**config.mk**
```make
export PLATFORM = sky130hd
export DESIGN_NAME = uart_rx_fifo
export DESIGN_NICKNAME = d
export VERILOG_FILES = /design/src/rtl/uart_pkg.sv /design/src/rtl/sync_fifo.sv /design/src/rtl/uart_rx_fifo.sv
export SDC_FILE = /design/constraint.sdc
export NUM_CORES = 1
export LEC_CHECK = 0
export ABC_AREA = 1
export ABC_CLOCK_PERIOD_IN_PS = 2200
export BUFFER_PORTS_ARGS = -buffer_cell sky130_fd_sc_hd__buf_2
export CAP_MARGIN = 0
export CORE_AREA = 4 4 124 90
export CTS_BUF_LIST = sky130_fd_sc_hd__clkbuf_4 sky130_fd_sc_hd__clkbuf_8
export DETAILED_ROUTE_END_ITERATION = 10
export DIE_AREA = 0 0 128 94
export PLACE_DENSITY = 0.51
export SLEW_MARGIN = 20
export SYNTH_ARGS = -nofsm -noshare
export SYNTH_HDL_FRONTEND = slang
export SYNTH_SLANG_ARGS = --single-unit
```
**constraint.sdc**
```tcl
create_clock -name clk -period 2.2 [get_ports clk]
set_input_delay 0.22 -clock clk [delete_from_list [all_inputs] [get_ports clk]]
set_output_delay 0.22 -clock clk [all_outputs]
set_load 0.01 [all_outputs]
```
**src/rtl/uart_pkg.sv**
```systemverilog
// rtl/uart_pkg.sv - shared constants and types for the UART receive/transmit blocks
//
// Purpose: receiver state encoding, parity mode constants and the bit-counter
// width helper used by uart_rx_fifo (and the planned uart_tx_fifo).
// Ports: none (package).

package uart_pkg;

  typedef enum logic [2:0] {
    ST_IDLE   = 3'd0,
    ST_START  = 3'd1,
    ST_DATA   = 3'd2,
    ST_PARITY = 3'd3,
    ST_STOP   = 3'd4,
    ST_BREAK  = 3'd5
  } rx_state_t;

  localparam int PARITY_NONE = 0;
  localparam int PARITY_ODD  = 1;
  localparam int PARITY_EVEN = 2;

  // Width of a counter that must hold 0..n-1; never narrower than one bit.
  function automatic int cnt_width(input int n);
    return (n > 1) ? $clog2(n) : 1;
  endfunction

endpackage

```
**src/rtl/sync_fifo.sv**
```systemverilog
// rtl/sync_fifo.sv - first-word-fall-through synchronous FIFO
//
// Purpose: small FWFT FIFO; the head entry is presented on rdata whenever the
// FIFO is not empty. A push while full is accepted only if a pop happens on
// the same clock, so a full FIFO can be read and refilled in one cycle.
// Ports:
//   clk, rst_n     clock, asynchronous active-low reset
//   push, wdata    write request and data
//   pop            advance the head; ignored when empty
//   rdata          head entry (0 while empty)
//   full, empty    occupancy flags
//   level          number of stored entries

module sync_fifo #(
  parameter int WIDTH = 8,
  parameter int DEPTH = 4
) (
  input  logic                           clk,
  input  logic                           rst_n,
  input  logic                           push,
  input  logic [WIDTH-1:0]               wdata,
  input  logic                           pop,
  output logic [WIDTH-1:0]               rdata,
  output logic                           full,
  output logic                           empty,
  output logic [$clog2(DEPTH+1)-1:0]     level
);

  localparam int AW = (DEPTH > 1) ? $clog2(DEPTH) : 1;
  localparam int LW = $clog2(DEPTH + 1);
  localparam logic [AW:0] PTR_ONE = {{AW{1'b0}}, 1'b1};

  // One extra pointer bit distinguishes full from empty when the indices match.
  logic [AW:0]      wr_ptr;
  logic [AW:0]      rd_ptr;
  logic [WIDTH-1:0] mem [DEPTH];
  logic             do_pop;
  logic             do_push;

  assign empty   = (wr_ptr == rd_ptr);
  assign full    = (wr_ptr[AW] != rd_ptr[AW]) &&
                   (wr_ptr[AW-1:0] == rd_ptr[AW-1:0]);
  assign level   = LW'(wr_ptr - rd_ptr);
  assign do_pop  = pop && !empty;
  assign do_push = push && (!full || do_pop);
  assign rdata   = empty ? '0 : mem[rd_ptr[AW-1:0]];

  always_ff @(posedge clk or negedge rst_n) begin
    if (!rst_n) begin
      wr_ptr <= '0;
      rd_ptr <= '0;
    end else begin
      if (do_push) wr_ptr <= wr_ptr + PTR_ONE;
      if (do_pop)  rd_ptr <= rd_ptr + PTR_ONE;
    end
  end

  // Storage needs no reset: rdata is masked while empty.
  always_ff @(posedge clk) begin
    if (do_push) mem[wr_ptr[AW-1:0]] <= wdata;
  end

endmodule

```
**src/rtl/uart_rx_fifo.sv**
```systemverilog
// rtl/uart_rx_fifo.sv - UART receiver with FWFT receive FIFO and sticky error flags
//
// Purpose: samples an asynchronous serial line, assembles LSB-first frames with
// optional parity, pushes good characters into a receive FIFO and records
// framing, parity and overrun errors until cleared.
// Ports:
//   clk, rst_n     clock, asynchronous active-low reset
//   re             pop the FIFO head (ignored when empty)
//   err_clr        clear all sticky error flags
//   dout           FIFO head, valid while !empty
//   empty, full    FIFO occupancy flags
//   level          FIFO entry count
//   done           one-cycle pulse per character written to the FIFO
//   frame_err      sticky: stop bit sampled low
//   parity_err     sticky: parity mismatch
//   overrun        sticky: good character dropped because the FIFO was full
//   rx             serial input, asynchronous to clk

module uart_rx_fifo
  import uart_pkg::*;
#(
  parameter int CLKS_PER_BIT = 1000,
  parameter int DATA_BITS    = 8,
  parameter int PARITY       = 0,
  parameter int FIFO_DEPTH   = 4,
  parameter int INVERT       = 0
) (
  input  logic                              clk,
  input  logic                              rst_n,
  input  logic                              re,
  input  logic                              err_clr,
  output logic [DATA_BITS-1:0]              dout,
  output logic                              empty,
  output logic                              full,
  output logic [$clog2(FIFO_DEPTH+1)-1:0]   level,
  output logic                              done,
  output logic                              frame_err,
  output logic                              parity_err,
  output logic                              overrun,
  input  logic                              rx
);

  localparam int CW = cnt_width(CLKS_PER_BIT);
  localparam int IW = cnt_width(DATA_BITS);
  localparam logic [CW-1:0] LAST     = CW'(CLKS_PER_BIT - 1);
  localparam logic [CW-1:0] HALF     = CW'((CLKS_PER_BIT - 1) / 2);
  localparam logic [CW-1:0] CNT_ONE  = {{(CW-1){1'b0}}, 1'b1};
  localparam logic [IW-1:0] IDX_LAST = IW'(DATA_BITS - 1);
  localparam logic [IW-1:0] IDX_ONE  = {{(IW-1){1'b0}}, 1'b1};

  // Input synchroniser; both flops reset to the idle (high) line level.
  logic sync1;
  logic sync2;
  logic s;

  always_ff @(posedge clk or negedge rst_n) begin
    if (!rst_n) begin
      sync1 <= 1'b1;
      sync2 <= 1'b1;
    end else begin
      sync1 <= rx;
      sync2 <= sync1;
    end
  end

  assign s = (INVERT != 0) ? ~sync2 : sync2;

  rx_state_t            state;
  logic [CW-1:0]        cnt;
  logic [IW-1:0]        idx;
  logic [DATA_BITS-1:0] shreg;
  logic                 par_bad;
  logic                 par_xor;
  logic                 par_mismatch;
  logic                 stop_sample;
  logic                 push_req;
  logic                 fifo_full;

  // XOR over data plus the parity bit currently on the line.
  assign par_xor      = ^{shreg, s};
  assign par_mismatch = (PARITY == PARITY_ODD) ? ~par_xor : par_xor;

  // The FIFO write is taken directly from the stop-sample decode so the
  // character lands on the same clock the stop bit is sampled.
  assign stop_sample = (state == ST_STOP) && (cnt == LAST);
  assign push_req    = stop_sample && s && !par_bad;

  always_ff @(posedge clk or negedge rst_n) begin
    if (!rst_n) begin
      state      <= ST_IDLE;
      cnt        <= '0;
      idx        <= '0;
      shreg      <= '0;
      par_bad    <= 1'b0;
      done       <= 1'b0;
      frame_err  <= 1'b0;
      parity_err <= 1'b0;
      overrun    <= 1'b0;
    end else begin
      done <= 1'b0;

      // Clear first so a new error on the same clock overrides it below.
      if (err_clr) begin
        frame_err  <= 1'b0;
        parity_err <= 1'b0;
        overrun    <= 1'b0;
      end

      case (state)
        ST_IDLE: begin
          cnt     <= '0;
          idx     <= '0;
          par_bad <= 1'b0;
          if (!s) state <= ST_START;
        end

        ST_START: begin
          if (cnt == HALF) begin
            cnt   <= '0;
            // A start bit that is high again at mid-bit is a glitch.
            state <= s ? ST_IDLE : ST_DATA;
          end else begin
            cnt <= cnt + CNT_ONE;
          end
        end

        ST_DATA: begin
          if (cnt == LAST) begin
            cnt   <= '0;
            shreg <= {s, shreg[DATA_BITS-1:1]};
            if (idx == IDX_LAST) begin
              idx   <= '0;
              state <= (PARITY != PARITY_NONE) ? ST_PARITY : ST_STOP;
            end else begin
              idx <= idx + IDX_ONE;
            end
          end else begin
            cnt <= cnt + CNT_ONE;
          end
        end

        ST_PARITY: begin
          if (cnt == LAST) begin
            cnt     <= '0;
            par_bad <= par_mismatch;
            state   <= ST_STOP;
          end else begin
            cnt <= cnt + CNT_ONE;
          end
        end

        ST_STOP: begin
          if (cnt == LAST) begin
            cnt <= '0;
            if (s) begin
              state <= ST_IDLE;
              if (par_bad) begin
                parity_err <= 1'b1;
              end else if (!fifo_full || re) begin
                done <= 1'b1;
              end else begin
                overrun <= 1'b1;
              end
            end else begin
              frame_err <= 1'b1;
              state     <= ST_BREAK;
            end
          end else begin
            cnt <= cnt + CNT_ONE;
          end
        end

        // Hold here while the line stays low so a break is one error, not many.
        ST_BREAK: begin
          cnt <= '0;
          if (s) state <= ST_IDLE;
        end

        default: begin
          cnt   <= '0;
          state <= ST_IDLE;
        end
      endcase
    end
  end

  sync_fifo #(
    .WIDTH (DATA_BITS),
    .DEPTH (FIFO_DEPTH)
  ) u_fifo (
    .clk   (clk),
    .rst_n (rst_n),
    .push  (push_req),
    .wdata (shreg),
    .pop   (re),
    .rdata (dout),
    .full  (fifo_full),
    .empty (empty),
    .level (level)
  );

  assign full = fifo_full;

endmodule

```
==> run_results.csv <==
group,metric,value,unit
status,status,"finished, final reports clean",
detailed_routing,route.vias.total,2401,
setup_path,r2r-end,"u_fifo.mem[3][3]",
timing,slew_headroom,0.684,
clocking,root_buffer,"clkbuf_8",
pwr,clkPwrFrac,0.340,
yosys,netlist_instances,352,
global_route,grt_usage,0.124,
timing,final.setup.worst_slack,0.159,ns
finish,drive_gt1_frac,0.198,
pwr,p_int,2360,uW
floorplan,die_x,128,um
yosys,ys_warn_count,0,
setup_path,cpPeakStageDelay,0.39,ns
finish,n_antenna_cell,0,
setup_path,r2r_slack,0.31,ns
floorplan,die_h,94,um
pwr,combPwrFrac,0.259,
setup_path,cp_max_fo,18,
global_route,grt_overflow_total,0,
detailed_routing,drc_errors,0,
floorplan,die_area,0.0120,mm^2
finish,nets,404,
flow_run,drv_cap,0,
finish,final_common_cell,"nand2_1",
yosys,synth.top_cell.area_share,0.288,
detailed_routing,via_per_inst,4.57,
hold_path,hp-class,"input pin to flip-flop",
hold_path,hold_path_startpoint,"err_clr",
global_route,antenna_found_initial,0,
detailed_routing,routed_wl,6810,um
setup_path,crit_type,"flip-flop to primary output",
yosys,syn_avg_cell_area,9.49,um^2
setup_path,critPathLaunchType,"flip-flop",
floorplan,design.portCount,22,
setup_path,critical_path.cell_chain,"buf_4 -> clkinvlp_2 -> o21ai_0 -> a21oi_1 -> buf_2",
timing,fin_crit_sh,0.928,
setup_path,worstReg2RegStart,"cnt[0]",
placement,port-buffer-count,21,
timing,fmax,490,MHz
setup_path,r2r_cells,7,
yosys,ys_seq_area_frac,0.566,
yosys,syn_area,0.00334,mm^2
clocking,clk_pin_slew,0.09,ns
setup_path,cp.arrival,1.82,ns
yosys,ys_top_cells_by_area,"edfxtp_1 29%, dfrtp_1 26%, nand2_1 9.0%",
clocking,clk_path_buf_depth,2,
floorplan,rows,31,
timing,clock_skew,0.0119,ns
hold_path,hold_path_end,"parity_err",
detailed_routing,drt_pass1_iterations,4,
setup_path,slowest_stage,"dfrtp_1",
timing,min_period,2.04,ns
pwr,p_per_area,896,mW/mm^2
pwr,p_leak,0.00182,uW
clocking,ctsHtreeMaxLevel,3,
clocking,cts.sinks,69,
pwr,power_frac_seq,0.401,
yosys,syn_nets,368,
global_route,grt_pass1_vias,2257,
yosys,yosys.area.top_type,"edfxtp_1",
placement,gp_congestion,0.814,
clocking,cts_tree,"yes",
setup_path,end_kind,"primary output",
clocking,insertion_delay,0.35,ns
timing,final-max-slew-violation-count,0,
yosys,synth_seq_cells,69,
pwr,switching_power,1120,uW
timing,rsz0062_at_grt,"no",
hold_path,holdPathStages,4,
timing,setup_viol,0,
placement,dp_worst_setup_slack,0.312,ns
timing,tightestPinTransition,0.474,ns
pwr,peakVddDrop,0.273,mV
floorplan,placeableCoreArea,0.0101,mm^2
global_route,grt_pass1_wl,11500,um
yosys,synth_cell_type_count,38,
finish,area_growth_syn_to_layout,16.3,%
clocking,cts_buffers,9,
setup_path,required,1.98,ns
detailed_routing,drt_iter0_drc,182,
floorplan,start_util,0.331,
placement,dp_hpwl,4890,um
finish,final_cell_mix,"80 x nand2_1, 48 x nor2_1, 35 x dfrtp_1, 32 x edfxtp_1, 29 x inv_1",
pwr,switching_share,0.322,
detailed_routing,ant_nets,0,
timing,fin_tns_setup,0,ns
detailed_routing,routedWlPerCell,13.0,um
timing,hold_violations,0,
global_route,grt_start_max_net_pins,21,
[power by group through the flow]
stage / registers, uW / clock network, uW / logic, uW
4_1_cts: 1390 / 1210 / 871
2_1_floorplan: 1420 / 0 / 560
6_report: 1390 / 1180 / 901
3_5_place_dp: 1420 / 0 / 863
3_3_place_gp: 1420 / 0 / 861
5_1_grt: 1400 / 1280 / 1020
[cell usage after synthesis]
master and number:
nand2_1 80, nor2_1 48, dfrtp_1 35, edfxtp_1 32, inv_1 31, o21ai_0 21
nand3_1 17, a21oi_1 12, ha_1 10, o21ai_1 9, nand2_2 6, xor2_1 6
inv_2 5, nor3_1 4, nand3b_1 3, nor2_4 3, buf_2 2, clkbuf_1 2
dfstp_2 2, nand2_4 2, nand3_2 2, nand4_1 2, nor2_2 2, nor3_2 2
a31oi_1 1, a31oi_4 1, and2_1 1, buf_4 1, buf_6 1, clkinv_1 1
clkinv_2 1, fa_1 1, inv_4 1, nand3_4 1, nor3b_1 1, nor3b_2 1
o21ai_2 1, xnor2_1 1
[state kept, by name, indices dropped and copies added (netlist names)]
signal	cells
u_fifo.mem	32
cnt	10
shreg	8
idx	3
state	3
u_fifo.rd_ptr	3
u_fifo.wr_ptr	3
done	1
frame_err	1
overrun	1
par_bad	1
parity_err	1
s	1
sync1	1
[cells by family (layout without fill, tap and decap cells)]
| logic type | count (synthesis) | in the layout | synth area share |
|---|---|---|---|
| AO/OA/AOI/OAI | 45 | 45 | 0.0738 |
| XOR/XNOR | 7 | 7 | 0.0184 |
| adder cells (fa/ha/maj) | 11 | 11 | 0.0435 |
| AND/OR/NAND/NOR | 175 | 175 | 0.243 |
| flip-flops | 69 | 69 | 0.566 |
| buffers and inverters | 45 | 86 | 0.0558 |
[layer usage]
metal,GRT usage,part of all wire
met3,0.0364,0.048
met5,0,0
met2,0.167,0.41
met4,0.0336,0.0095
met1,0.189,0.53
[metrics by stage]
step | cell area [um^2] | hold WS [ns] | cells | total power [uW] | utilization
global route | 3880 | 0.171 | 525 | 3690 | 0.385
global placement | 3620 | 0.204 | 505 | 2280 | 0.359
detailed placement | 3620 | 0.208 | 505 | 2280 | 0.359
finish | 3880 | 0.143 | 525 | 3480 | 0.385
floorplan | 3340 | -0.0756 | 352 | 1980 | -
CTS | 3870 | 0.133 | 523 | 3480 | 0.383
[repair_timing]
action                                  CTS  global route
hold buffers                              2             0
gates cloned                              0             1
buffers inserted                          0             1
hold endpoints to repair                 18             0
gates resized for setup                   1             3
endpoints found under the setup margin    8             8
[layout make-up]
| cell class | instances | area (um^2) |
|---|---|---|
| Inverter | 39 | 156 |
| Fill cell | 1023 | 6200 |
| Multi-Input combinational cell | 238 | 1260 |
| Clock inverter | 7 | 103 |
| Sequential cell | 69 | 1890 |
| Timing Repair inverter | 1 | 5.00 |
| Tap cell | 132 | 165 |
| Clock buffer | 9 | 124 |
| Timing Repair Buffer | 30 | 178 |
[worst max-delay path by stage]
stage / startpoint / endpoint / slack, ns
after floorplan: u_fifo.rd_ptr[1] / u_fifo.mem[2][0] / 0.05
after global placement: u_fifo.wr_ptr[0] / u_fifo.mem[3][1] / 0.37
after detailed placement: u_fifo.wr_ptr[0] / u_fifo.mem[3][4] / 0.31
after CTS: u_fifo.wr_ptr[0] / dout[7] / 0.07
after global routing: u_fifo.rd_ptr[0] / dout[2] / 0.06
final: u_fifo.rd_ptr[0] / dout[2] / 0.16
[worst max-delay path, delay by kind of cell, from the launching register on]
kind                   cells  cell delay [ns]
AOI/OAI and AO/OA          2             0.35
buffers and inverters      3             0.72
DFF                        1             0.39
(Power assumes the default switching activity.)
